File: config.mk
export PLATFORM = sky130hd
export DESIGN_NAME = piso_gearbox_flat
export DESIGN_NICKNAME = d
export VERILOG_FILES = /design/src/rtl/piso_gearbox_if.sv /design/src/rtl/piso_gearbox.sv /design/src/flat_wrapper.sv
export SDC_FILE = /design/constraint.sdc
export NUM_CORES = 1
export LEC_CHECK = 0
export ABC_AREA = 1
export ABC_CLOCK_PERIOD_IN_PS = 1450
export CAP_MARGIN = 20
export CORE_MARGIN = 2
export CORE_UTILIZATION = 50
export CTS_CLUSTER_DIAMETER = 80
export DETAILED_ROUTE_END_ITERATION = 16
export GPL_ROUTABILITY_DRIVEN = 0
export PLACE_DENSITY = 0.76
export SETUP_SLACK_MARGIN = 0.5
export SYNTH_ARGS = -nofsm -noshare
export SYNTH_HDL_FRONTEND = slang
export SYNTH_SLANG_ARGS = --single-unit
File: constraint.sdc
create_clock -name clk -period 1.45 [get_ports clk]
set_input_delay 0.29 -clock clk [delete_from_list [all_inputs] [get_ports clk]]
set_output_delay 0.29 -clock clk [all_outputs]
set_load 0.01 [all_outputs]
File: src/rtl/piso_gearbox_if.sv
// Word-in / beat-out handshake bundle for piso_gearbox.
// slave is the gearbox's view; master is the producer/consumer environment.
interface piso_gearbox_if #(
  parameter int unsigned IN_W  = 8,
  parameter int unsigned OUT_W = 2
);
  logic [IN_W-1:0]  din_data;
  logic             din_valid;
  logic             din_ready;
  logic [OUT_W-1:0] dout_data;
  logic             dout_valid;
  logic             dout_ready;
  logic             dout_last;

  modport master (
    output din_data, din_valid, dout_ready,
    input  din_ready, dout_data, dout_valid, dout_last
  );

  modport slave (
    input  din_data, din_valid, dout_ready,
    output din_ready, dout_data, dout_valid, dout_last
  );
endinterface

File: src/rtl/piso_gearbox.sv
// Parallel-in/serial-out width converter: IN_W words out as IN_W/OUT_W beats of OUT_W bits.
// One staging word behind the shift register keeps the output stream gap-free.
module piso_gearbox #(
  parameter int unsigned IN_W      = 8,
  parameter int unsigned OUT_W     = 2,
  parameter bit          MSB_FIRST = 1'b1
) (
  input  logic          clk,
  input  logic          rst_n,
  input  logic          flush,
  piso_gearbox_if.slave bus,
  output logic          busy
);
  localparam int unsigned N  = IN_W / OUT_W;
  localparam int unsigned CW = (N > 1) ? $clog2(N) : 1;
  localparam logic [CW-1:0] LastCnt = CW'(N - 1);

  if ((IN_W % OUT_W) != 0 || N < 2) begin : g_bad_cfg
    $error("piso_gearbox: IN_W must be a multiple of OUT_W with IN_W/OUT_W >= 2");
  end

  logic [IN_W-1:0]  sr_q, sr_d;
  logic             sr_valid_q, sr_valid_d;
  logic [IN_W-1:0]  stg_q, stg_d;
  logic             stg_valid_q, stg_valid_d;
  logic [CW-1:0]    cnt_q, cnt_d;
  logic             in_fire, out_fire, last_beat, sr_free;
  logic [OUT_W-1:0] beat;

  if (MSB_FIRST) begin : g_msb
    assign beat = sr_q[IN_W-1 -: OUT_W];
  end else begin : g_lsb
    assign beat = sr_q[OUT_W-1:0];
  end

  // Outputs are forced quiet while reset is asserted, not just after the edge.
  assign bus.din_ready  = rst_n & ~flush & ~stg_valid_q;
  assign bus.dout_valid = rst_n & sr_valid_q;
  assign bus.dout_last  = rst_n & sr_valid_q & last_beat;
  assign bus.dout_data  = rst_n ? beat : '0;
  assign busy           = rst_n & (sr_valid_q | stg_valid_q);

  assign last_beat = (cnt_q == LastCnt);
  assign in_fire   = bus.din_valid & bus.din_ready;
  assign out_fire  = bus.dout_valid & bus.dout_ready;
  assign sr_free   = ~sr_valid_q | (out_fire & last_beat);

  always_comb begin
    sr_d        = sr_q;
    sr_valid_d  = sr_valid_q;
    stg_d       = stg_q;
    stg_valid_d = stg_valid_q;
    cnt_d       = cnt_q;

    if (out_fire && !last_beat) begin
      sr_d  = MSB_FIRST ? (sr_q << OUT_W) : (sr_q >> OUT_W);
      cnt_d = cnt_q + CW'(1);
    end

    // in_fire implies an empty stage, so the two load sources never collide.
    if (sr_free) begin
      cnt_d = '0;
      if (stg_valid_q) begin
        sr_d        = stg_q;
        sr_valid_d  = 1'b1;
        stg_valid_d = 1'b0;
      end else if (in_fire) begin
        sr_d       = bus.din_data;
        sr_valid_d = 1'b1;
      end else begin
        sr_valid_d = 1'b0;
      end
    end else if (in_fire) begin
      stg_d       = bus.din_data;
      stg_valid_d = 1'b1;
    end
  end

  always_ff @(posedge clk) begin
    if (!rst_n || flush) begin
      sr_q        <= '0;
      sr_valid_q  <= 1'b0;
      stg_q       <= '0;
      stg_valid_q <= 1'b0;
      cnt_q       <= '0;
    end else begin
      sr_q        <= sr_d;
      sr_valid_q  <= sr_valid_d;
      stg_q       <= stg_d;
      stg_valid_q <= stg_valid_d;
      cnt_q       <= cnt_d;
    end
  end
endmodule

File: src/flat_wrapper.sv
// flat-port wrapper written by rule: the top's interface ports become plain ports
module piso_gearbox_flat 
#(
  parameter int unsigned IN_W      = 8,
  parameter int unsigned OUT_W     = 2,
  parameter bit          MSB_FIRST = 1'b1
)
  (clk, rst_n, flush, busy, bus_din_data, bus_din_valid, bus_dout_ready, bus_din_ready, bus_dout_data, bus_dout_valid, bus_dout_last);
  piso_gearbox_if #(.IN_W(IN_W), .OUT_W(OUT_W)) bus_i ();
  input  logic clk;
  input  logic rst_n;
  input  logic flush;
  output logic busy;
  input wire logic [$bits(bus_i.din_data)-1:0] bus_din_data;
  input wire logic [$bits(bus_i.din_valid)-1:0] bus_din_valid;
  input wire logic [$bits(bus_i.dout_ready)-1:0] bus_dout_ready;
  output wire logic [$bits(bus_i.din_ready)-1:0] bus_din_ready;
  output wire logic [$bits(bus_i.dout_data)-1:0] bus_dout_data;
  output wire logic [$bits(bus_i.dout_valid)-1:0] bus_dout_valid;
  output wire logic [$bits(bus_i.dout_last)-1:0] bus_dout_last;
  assign bus_i.din_data = bus_din_data;
  assign bus_i.din_valid = bus_din_valid;
  assign bus_i.dout_ready = bus_dout_ready;
  assign bus_din_ready = bus_i.din_ready;
  assign bus_dout_data = bus_i.dout_data;
  assign bus_dout_valid = bus_i.dout_valid;
  assign bus_dout_last = bus_i.dout_last;
  piso_gearbox #(.IN_W(IN_W), .OUT_W(OUT_W), .MSB_FIRST(MSB_FIRST)) u_core (.clk(clk), .rst_n(rst_n), .flush(flush), .bus(bus_i), .busy(busy));
endmodule
==> results.cfg <==
[sta]
post-route-min-period_ns = 1.408
finalCritPeriodShare_pct = 97.11
fin_tns_setup_ns = 0
slew_viol_final = 0
setup_viol = 0
slew-limit-headroom_pct = 84.68
rsz0062_at_grt = yes
finClkSkew_ns = 0.004300
fmax_mhz = 710.2
worst_slew_pin_slew_ns = 0.2292
hold_violations = 0

[floorplanning]
rows = 16
pin_count = 19
fp.dieH_um = 50.77
core-area_um2 = 2022
dieWidth_um = 50.77
start_util_pct = 54.08
die_area_um2 = 2577

[logic_synthesis]
synth_nets = 182
syn_avg_cell_area_um2 = 6.509
synth-edff-count = 0
syn_area_um2 = 1094
synth_top_family_by_area = simple AND/OR/NAND/NOR gates
ys_ff_latch = 20
synth.area.mux_share_pct = 0
synthArstFlopShare_pct = 0
ys_warn_count = 0
synth-adder-area-share_pct = 1.144
synthXorXnorAreaFrac_pct = 0
synth.yosys.seq_area_share_pct = 36.61
synth-simple-area-share_pct = 44.28
synth.distinct_cells = 22
syn-instance-count = 168
synthFlopType = dfxtp_1
synth_compound_area_share_pct = 7.551

[cts]
cts_max_level = 1
cts_tree = done
clk_path_buf_depth = 2
holdBufCountCts = 0
root_buffer = clkbuf_4
cts_made_buffers = 3
path_clk_slew_ns = 0.12
clk_latency_ns = 0.31
cts.sinks = 20

[worst_setup_path]
critPathArrivalTime_ns = 1.66
cp-startpoint = u_core.cnt_q[1]
critical_path_required_ns = 1.70
path_cells = ha_4 > clkinv_4 > buf_6 > nand4_1 > buf_6 > or2_4 > a21oi_2
r2r_cells = 7
cp-start-kind = register
max_stage_delay_ns = 0.36
critPathCaptureType = register
rrSetupSlack_ns = 0.04
r2r-end = u_core.cnt_q[0]
r2r_start = u_core.cnt_q[1]
path_class = register to register
cp_max_fo = 6
crit_slowest_cell = dfxtp_2
crit_top_cell = buf_6

[global_routing]
grt_use_total_pct = 26.96
grt_pass1_wl_um = 5250
grt_max_degree = 15
grt_antenna_before_repair = 0
grt_pass1_vias = 1223
overflow = 0

[drt]
ant_nets = 0
wirelength_um = 3175
drt-initial-drc-count = 32
drt-wirelength-per-cell_um = 13.28
avgViaCountPerCell = 5.159
firstDrtPassIters = 4
drc_errors = 0
dr_total_vias = 1233

[final_layout]
final_nets = 227
antenna_cells = 0
areaGrowthSynthToFinish_pct = 56.06
drive_above_1_share_pct = 35.38
fin_area_um2 = 1707

[hold_path]
holdPathEnd = u_core.stg_q[2]
min_path_cells = 2
hp-start = u_core.stg_q[2]
hp-class = register to register

[placed_design]
place_area_um2 = 1510
io_buffers = 18
place_hpwl_um = 1952

[power]
p_per_area_nw_per_um2 = 691.2
ir_drop_mv = 0.9771
leakagePower_uw = 0.0007606

[flow_run]
max_cap_violations = 0

[run_status]
status = finished clean
per-stage QoR:
stage                     power [µW]  util [%]  worst slack, ns  hold WS (ns)  cells
after global routing            1215     84.41        -0.001486        0.4947    239
after floorplan                643.1         -           0.2823        0.4273    168
after detailed placement       716.3     74.69          -0.4848        0.4521    228
after CTS                       1178     82.67          0.08963        0.4780    238
final                           1180     84.41          0.04194        0.4811    239
after global placement         713.4     74.69          -0.4771        0.4457    228
registers in the layout, summed over array words and instances (netlist names):
name,cells
u_core.sr_q,8
u_core.stg_q,8
u_core.cnt_q,2
u_core.sr_valid_q,1
u_core.stg_valid_q,1
routing by layer:
| metal | global-route usage (%) | vias to the layer above | wire (µm) |
|---|---|---|---|
| li1 | - | 615 | - |
| met1 | 33.40 | 567 | 1374 |
| met2 | 44.96 | 38 | 1592 |
| met3 | 3.869 | 13 | 126 |
| met4 | 14.41 | 0 | 81 |
| met5 | 0 | - | 0 |
synth_stat cells (2+ instances only):
cell type | count | share of area, %
nand2_1 | 62 | 21
dfxtp_1 | 20 | 37
nor2_1 | 19 | 6.5
a21oi_1 | 13 | 5.9
inv_1 | 13 | 4.5
nand4_1 | 8 | 4.6
nand3_1 | 7 | 3.2
buf_2 | 4 | 1.8
or2_2 | 3 | 1.7
buf_6 | 2 | 2.1
clkinv_1 | 2 | 0.69
inv_2 | 2 | 0.69
nand3b_1 | 2 | 1.4
nor2_2 | 2 | 1.1
o21ai_0 | 2 | 0.92
area by class of cell:
cell class | instances | area, µm²
clock buffers | 3 | 22.52
clock inverters | 1 | 30.03
fillers | 129 | 315.3
inverters | 17 | 86.33
multi-input cells | 124 | 686.9
flip-flops and latches | 20 | 412.9
well taps | 27 | 33.78
repair buffers | 47 | 434.2
cell families after synthesis:
kind of cell / count (synthesis)
AOI/OAI and AO/OA: 16
adders and majority gates: 1
and+or+nand+nor: 107
DFF: 20
buffers and inverters: 24
worst max path at each step:
stage	end	slack (ns)	cells past startpoint
detailed placement	busy	-0.48	5
global placement	bus_din_ready	-0.48	5
global route	u_core.sr_q[6]	-0.001	9
finish	u_core.cnt_q[0]	0.04	7
CTS	u_core.stg_q[7]	0.09	9
floorplan	u_core.stg_q[5]	0.28	8
critical path, delay by kind of cell (launching register included):
kind / cells / cell delay, ns
AO/OA/AOI/OAI: 1 / 0.11
adder cells (fa/ha/maj): 1 / 0.17
buffers and inverters: 3 / 0.33
flip-flops: 1 / 0.36
AND/OR/NAND/NOR: 2 / 0.37
where the power goes:
part	switching (µW)	internal, µW	total [µW]
sequential	3.28	551	554
combinational	80.0	82.7	163
clock	183	279	463
total	267	913	1180
placed cells by master, fill, tap and decap left out, types with 3 or more instances in the layout:
master / netlist / routed
a21oi_2: 0 / 6
a21oi_1: 13 / 6
nand3_1: 7 / 7
buf_6: 2 / 9
nand2_4: 1 / 4
nor2_1: 19 / 18
dfxtp_2: 0 / 4
inv_1: 13 / 11
nand4_1: 8 / 8
clkdlybuf4s50_1: 0 / 10
clkbuf_4: 0 / 3
nor2_4: 1 / 4
buf_4: 1 / 21
nand2_1: 62 / 57
inv_2: 2 / 3
buf_2: 4 / 3
dfxtp_1: 20 / 14
repair_timing:
item	CTS	global route
gates cloned	2	0
setup endpoints to repair	26	26
resized for setup	53	8
pin swaps	8	9
buffers inserted	4	1
Note: power is estimated with default switching activity, not from simulation.
